### src/rtl/de_exe_stage_pkg.sv
// Shared RV32 pipeline definitions: bubble encoding, DE->EXE FSM states,
// opcode constants and the EXE-stage register bundle.
package de_exe_stage_pkg;

  localparam logic [31:0] NOP_ENC = 32'h00000013;  // addi x0,x0,0

  typedef enum logic {
    RUN    = 1'b0,
    BUBBLE = 1'b1
  } state_e;

  localparam logic [6:0] OPC_LUI    = 7'b0110111;
  localparam logic [6:0] OPC_AUIPC  = 7'b0010111;
  localparam logic [6:0] OPC_JAL    = 7'b1101111;
  localparam logic [6:0] OPC_JALR   = 7'b1100111;
  localparam logic [6:0] OPC_BRANCH = 7'b1100011;
  localparam logic [6:0] OPC_LOAD   = 7'b0000011;
  localparam logic [6:0] OPC_STORE  = 7'b0100011;
  localparam logic [6:0] OPC_OPIMM  = 7'b0010011;
  localparam logic [6:0] OPC_OP     = 7'b0110011;

  typedef struct packed {
    logic [31:0] instr;
    logic [31:0] pc;
    logic [31:0] imm;
    logic [31:0] op_a;
    logic [31:0] op_b;
    logic        valid;
  } exe_regs_t;

  // Bubbles carry pc=0 so downstream hazard compares see an empty slot.
  function automatic exe_regs_t bubble_regs(input logic [31:0] nop);
    exe_regs_t b;
    b       = '0;
    b.instr = nop;
    return b;
  endfunction

endpackage

### src/rtl/de_exe_stage_operand_fwd_mux.sv
// Per-operand 2:1 select between register-file data and a forwarded value.
module operand_fwd_mux #(
  parameter int W = 32
) (
  input  logic         sel,
  input  logic [W-1:0] fwd,
  input  logic [W-1:0] rf,
  output logic [W-1:0] o
);
  assign o = sel ? fwd : rf;
endmodule

### src/rtl/de_exe_stage.sv
// DE->EXE pipeline register with operand forwarding, load-use bubble
// insertion (bounded by MAX_STALL) and branch/jump squash.
module de_exe_stage
  import de_exe_stage_pkg::*;
#(
  parameter logic [31:0] NOP_INSTR = NOP_ENC,
  parameter int          MAX_STALL = 2,
  parameter int          CNT_W     = 16
) (
  input  logic             clk,
  input  logic             rst,
  input  logic [31:0]      instr_de,
  input  logic [31:0]      pc_de,
  input  logic [31:0]      rs1_data_de,
  input  logic [31:0]      rs2_data_de,
  input  logic [31:0]      imm_de,
  input  logic             hazard_a,
  input  logic             hazard_b,
  input  logic [31:0]      data_a_mgr,
  input  logic [31:0]      data_b_mgr,
  input  logic             stall,
  input  logic             flush,
  output logic             hold_de,
  output logic [31:0]      instr_exe,
  output logic [31:0]      pc_exe,
  output logic [31:0]      imm_exe,
  output logic [31:0]      op_a_exe,
  output logic [31:0]      op_b_exe,
  output logic             valid_exe,
  output logic [CNT_W-1:0] stall_cnt,
  output logic             stall_err
);

  localparam int NUM_OPS = 2;
  localparam int BW      = (MAX_STALL < 1) ? 1 : $clog2(MAX_STALL + 1);

  logic [NUM_OPS-1:0]       w_sel;
  logic [NUM_OPS-1:0][31:0] w_fwd, w_rf, w_op;

  assign w_sel = {hazard_b, hazard_a};
  assign w_fwd = {data_b_mgr, data_a_mgr};
  assign w_rf  = {rs2_data_de, rs1_data_de};

  for (genvar g = 0; g < NUM_OPS; g++) begin : g_fwd
    operand_fwd_mux #(.W(32)) u_mux (
      .sel (w_sel[g]),
      .fwd (w_fwd[g]),
      .rf  (w_rf[g]),
      .o   (w_op[g])
    );
  end

  state_e          r_state, w_nxt_state;
  logic [BW-1:0]   r_bcnt, w_nxt_bcnt;
  logic            w_bubble, w_hold, w_cnt_inc, w_set_err;
  exe_regs_t       r_exe, w_exe_nxt;
  logic [CNT_W-1:0] r_stall_cnt;
  logic            r_stall_err;

  always_comb begin
    w_nxt_state = r_state;
    w_nxt_bcnt  = r_bcnt;
    w_bubble    = 1'b0;
    w_hold      = 1'b0;
    w_cnt_inc   = 1'b0;
    w_set_err   = 1'b0;
    if (flush) begin
      w_bubble    = 1'b1;
      w_nxt_state = RUN;
      w_nxt_bcnt  = '0;
    end else begin
      unique case (r_state)
        RUN: begin
          if (stall) begin
            w_bubble    = 1'b1;
            w_hold      = 1'b1;
            w_cnt_inc   = 1'b1;
            w_nxt_bcnt  = BW'(1);
            w_nxt_state = BUBBLE;
          end
        end
        BUBBLE: begin
          if (stall && (r_bcnt < BW'(MAX_STALL))) begin
            w_bubble   = 1'b1;
            w_hold     = 1'b1;
            w_cnt_inc  = 1'b1;
            w_nxt_bcnt = r_bcnt + BW'(1);
          end else begin
            // Either the stall released or the bound was hit: issue DE now.
            w_set_err   = stall;
            w_nxt_state = RUN;
            w_nxt_bcnt  = '0;
          end
        end
        default: begin
          w_nxt_state = RUN;
          w_nxt_bcnt  = '0;
        end
      endcase
    end
  end

  always_comb begin
    w_exe_nxt = bubble_regs(NOP_INSTR);
    if (!w_bubble) begin
      w_exe_nxt.instr = instr_de;
      w_exe_nxt.pc    = pc_de;
      w_exe_nxt.imm   = imm_de;
      w_exe_nxt.op_a  = w_op[0];
      w_exe_nxt.op_b  = w_op[1];
      w_exe_nxt.valid = 1'b1;
    end
  end

  always_ff @(posedge clk or posedge rst) begin
    if (rst) begin
      r_state     <= RUN;
      r_bcnt      <= '0;
      r_exe       <= bubble_regs(NOP_INSTR);
      r_stall_cnt <= '0;
      r_stall_err <= 1'b0;
    end else begin
      r_state <= w_nxt_state;
      r_bcnt  <= w_nxt_bcnt;
      r_exe   <= w_exe_nxt;
      if (w_cnt_inc && (r_stall_cnt != {CNT_W{1'b1}}))
        r_stall_cnt <= r_stall_cnt + CNT_W'(1);
      if (w_set_err)
        r_stall_err <= 1'b1;
    end
  end

  assign hold_de   = w_hold & ~rst;
  assign instr_exe = r_exe.instr;
  assign pc_exe    = r_exe.pc;
  assign imm_exe   = r_exe.imm;
  assign op_a_exe  = r_exe.op_a;
  assign op_b_exe  = r_exe.op_b;
  assign valid_exe = r_exe.valid;
  assign stall_cnt = r_stall_cnt;
  assign stall_err = r_stall_err;

endmodule

### config.mk
export PLATFORM = sky130hd
export DESIGN_NAME = de_exe_stage
export DESIGN_NICKNAME = d
export VERILOG_FILES = /design/src/rtl/de_exe_stage_pkg.sv /design/src/rtl/de_exe_stage_operand_fwd_mux.sv /design/src/rtl/de_exe_stage.sv
export SDC_FILE = /design/constraint.sdc
export NUM_CORES = 1
export LEC_CHECK = 0
export CORE_AREA = 2 2 161 163
export CTS_CLUSTER_DIAMETER = 120
export CTS_CLUSTER_SIZE = 25
export DETAILED_ROUTE_END_ITERATION = 12
export DIE_AREA = 0 0 163 165
export GPL_TIMING_DRIVEN = 0
export HOLD_SLACK_MARGIN = 0.06
export SETUP_SLACK_MARGIN = 0.3
export SYNTH_ARGS = -nofsm -noshare
export SYNTH_HDL_FRONTEND = slang
export SYNTH_SLANG_ARGS = --single-unit
### constraint.sdc
create_clock -name clk -period 6 [get_ports clk]
set_input_delay 0.9 -clock clk [delete_from_list [all_inputs] [get_ports clk]]
set_output_delay 0.9 -clock clk [all_outputs]
set_load 0.02 [all_outputs]
==> results.toml <==
[synth]
yosys.area.top_type = "dfrtp_1"
synthArstFlopShare_pct = 100.0
synthAdderAreaFrac_pct = 0.1879
yosys-top-cells-count = "dfrtp_1, and2_1, nor2_1"
synth-xor-area-share_pct = 1.447
synthCells = 507
yosysMostFrequentCell = "dfrtp_1"
synth_top_area_share_pct = 66.88
synthDistinctLibCells = 36
synth_seq_cells = 181
ys_seq_area_share_pct = 68.06
synth.area.top_cells = "dfrtp_1, mux2i_1, and2_1"
synth_top_family_by_area = "simple AND/OR/NAND/NOR gates"
ys_warn_count = 0
synth_edf_count = 0
synth_mux_area_share_pct = 9.957
synth-simple-area-share_pct = 17.17
synthesis.nets = 738
synth_flop_cell = "dfrtp_1"
synth_compound_area_share_pct = 1.447
synth_area_per_cell_sq_um = 13.14
synth_area_sq_um = 6660

[timing]
slew_violations = 0
period_share_pct = 60.41
tns_ns = 0
grt_setup_unrepaired = "no"
hold_viol = 0
post-route-min-period_ns = 3.625
finClkSkew_ns = 0.01280
tightest_slew_ns = 0.7403
fmax_ghz = 0.2759
setup_violations = 0
relSlewSlack_pct = 50.65

[finish]
final_nets = 1168
area_growth_syn_to_layout_pct = 77.83
layout-drive-gt1-share_pct = 6.421
finalCoreUtilization_pct = 47.31

[global_route]
grt_max_degree = 41
grt-ovfl-total = 0
track_usage_pct = 16.03
grt_pass1_wl_microns = 32100
first_global_vias = 5569
antenna_found_initial = 1

[clock_tree]
clockBufferDepth = 2
cts_tree = "done"
cts_made_buffers = 17
htree_levels = 4
clkLatencyLatePin_ns = 0.43
clk_pin_slew_ns = 0.07
clock_sinks = 181
post_cts_resized = 0
cts-hold-fix-buffers = 0
post_cts_buffers = 0
root_buffer = "clkbuf_16"

[worst_setup_path]
r2r_cells = 5
crit_end = "hold_de"
cp_data_arrival_time_ns = 2.72
cp-end-kind = "primary output"
crit_path_start_kind = "primary input"
critPathLaunch = "stall"
crit_type = "in -> out"
required_ns = 5.10
worstReg2RegStart = "r_state"
r2r_slack_ns = 4.01
timing.rr.end = "op_a_exe[13]"
worstPathMaxFanout = 6

[placed_design]
gp_congestion = 0.7992
port_buffers = 406
dp_hpwl_microns = 17210

[route]
via_per_inst = 4.110
drc = 0
final_antenna_net_count = 0
wl_microns = 21690
detail_route.wl_per_cell_microns = 16.93
drtPass1Iterations = 4
num_vias = 5265
drtIter0Drc = 269

[power_and_ir_drop]
p_leak_nw = 5.316
powerDensity_nw_per_um2 = 255.6
vdd_drop_max_v = 0.0001206

[floorplan]
die_h_microns = 165
die-area_sq_um = 26900
io_pins = 409
initial_core_util_pct = 26.60
coreArea_sq_um = 25040
die_w_microns = 163
rows = 58

[worst_hold_path]
hp-start = "stall_err"
min_path_type = "reg -> reg"

[outcome]
status = "finished clean"

[run]
maxCapViolations = 0
==> metrics by stage <==
step / total power, mW / instance area (sq um) / instances / hold WS, ns / setup slack [ns]
after global placement: 1.904 / 11140 / 1243 / 0.4483 / 1.141
after CTS: 3.076 / 11840 / 1280 / 0.4727 / 2.404
after floorplan: 1.569 / 6664 / 507 / 0.5180 / 2.780
after global routing: 3.162 / 11840 / 1281 / 0.5051 / 2.294
after detailed placement: 1.918 / 11240 / 1248 / 0.4574 / 2.412
final: 3.027 / 11840 / 1281 / 0.4654 / 2.375
==> worst max-delay path: stages <==
cell and delay, ns:
clkdlybuf4s50_1 0.58, nor2b_1 0.29, nand2_1 0.20, nor2_1 0.13, clkdlybuf4s50_1 0.62
==> placed cells by master, fill, tap and decap left out, types with 2 or more instances in the layout <==
cell / instances
nand2b_1: 4
nor4_2: 3
clkdlybuf4s50_1: 406
buf_12: 5
a21o_1: 2
nand4_1: 4
a21oi_1: 4
nand3_1: 5
dfstp_2: 3
inv_8: 3
mux2i_1: 64
mux2_1: 2
and2_1: 94
dfrtp_1: 178
o21a_1: 2
buf_2: 8
nand2_1: 9
or3_4: 2
clkbuf_16: 17
inv_6: 4
nor3_1: 6
clkinv_4: 3
and3_1: 4
nor2_1: 69
clkbuf_1: 18
xor2_1: 8
clkinv_8: 2
xnor2_1: 3
==> power by group <==
part	leakage [nW]	switching [mW]	total (mW)	internal, mW
registers	2.42	0.0444	1.33	1.29
logic	2.61	0.245	0.554	0.310
clock network	0.294	0.534	1.14	0.608
==> sequential cells by signal, summed over array words and instances (netlist names) <==
register and flops:
imm_exe 32, instr_exe 32, op_a_exe 32, op_b_exe 32
pc_exe 32, r_bcnt 2, r_state 1, stall_cnt 16
stall_err 1, valid_exe 1
==> cells by family after synthesis <==
family / Yosys count
adder cells (fa/ha/maj): 1
flip-flops: 181
XOR/XNOR: 11
buffers and inverters: 28
AO/OA/AOI/OAI: 13
AND/OR/NAND/NOR: 207
multiplexers: 66
==> final cells by class <==
cell class / instances / area (sq um)
fillers: 2342 / 13190
flip-flops and latches: 181 / 4533
repair buffers: 411 / 4164
multi-input cells: 298 / 2012
clock buffers: 19 / 442.9
well taps: 330 / 412.9
clock inverters: 13 / 157.7
plain buffers: 25 / 103.9
inverters: 3 / 15.01
diodes: 1 / 2.502
==> how the worst min path moves through the flow <==
| stage | endpoint | slack (ns) | cells after the start |
|---|---|---|---|
| after CTS | stall_err | 0.47 | 1 |
| final | stall_err | 0.47 | 1 |
| after floorplan | r_bcnt[0] | 0.52 | 2 |
| after detailed placement | stall_err | 0.46 | 1 |
| after global placement | stall_err | 0.45 | 1 |
| after global routing | stall_err | 0.51 | 1 |
==> routing by layer <==
metal	part of all wire [%]	vias to the layer above	global-route usage, %	routed length, microns
met5	0	-	0	0
met1	37	2485	17.78	8097
li1	-	2501	-	-
met3	9.6	23	6.303	2085
met4	2.0	0	5.591	433
met2	51	256	28.00	11070
Power figures use the tool's default switching activity.
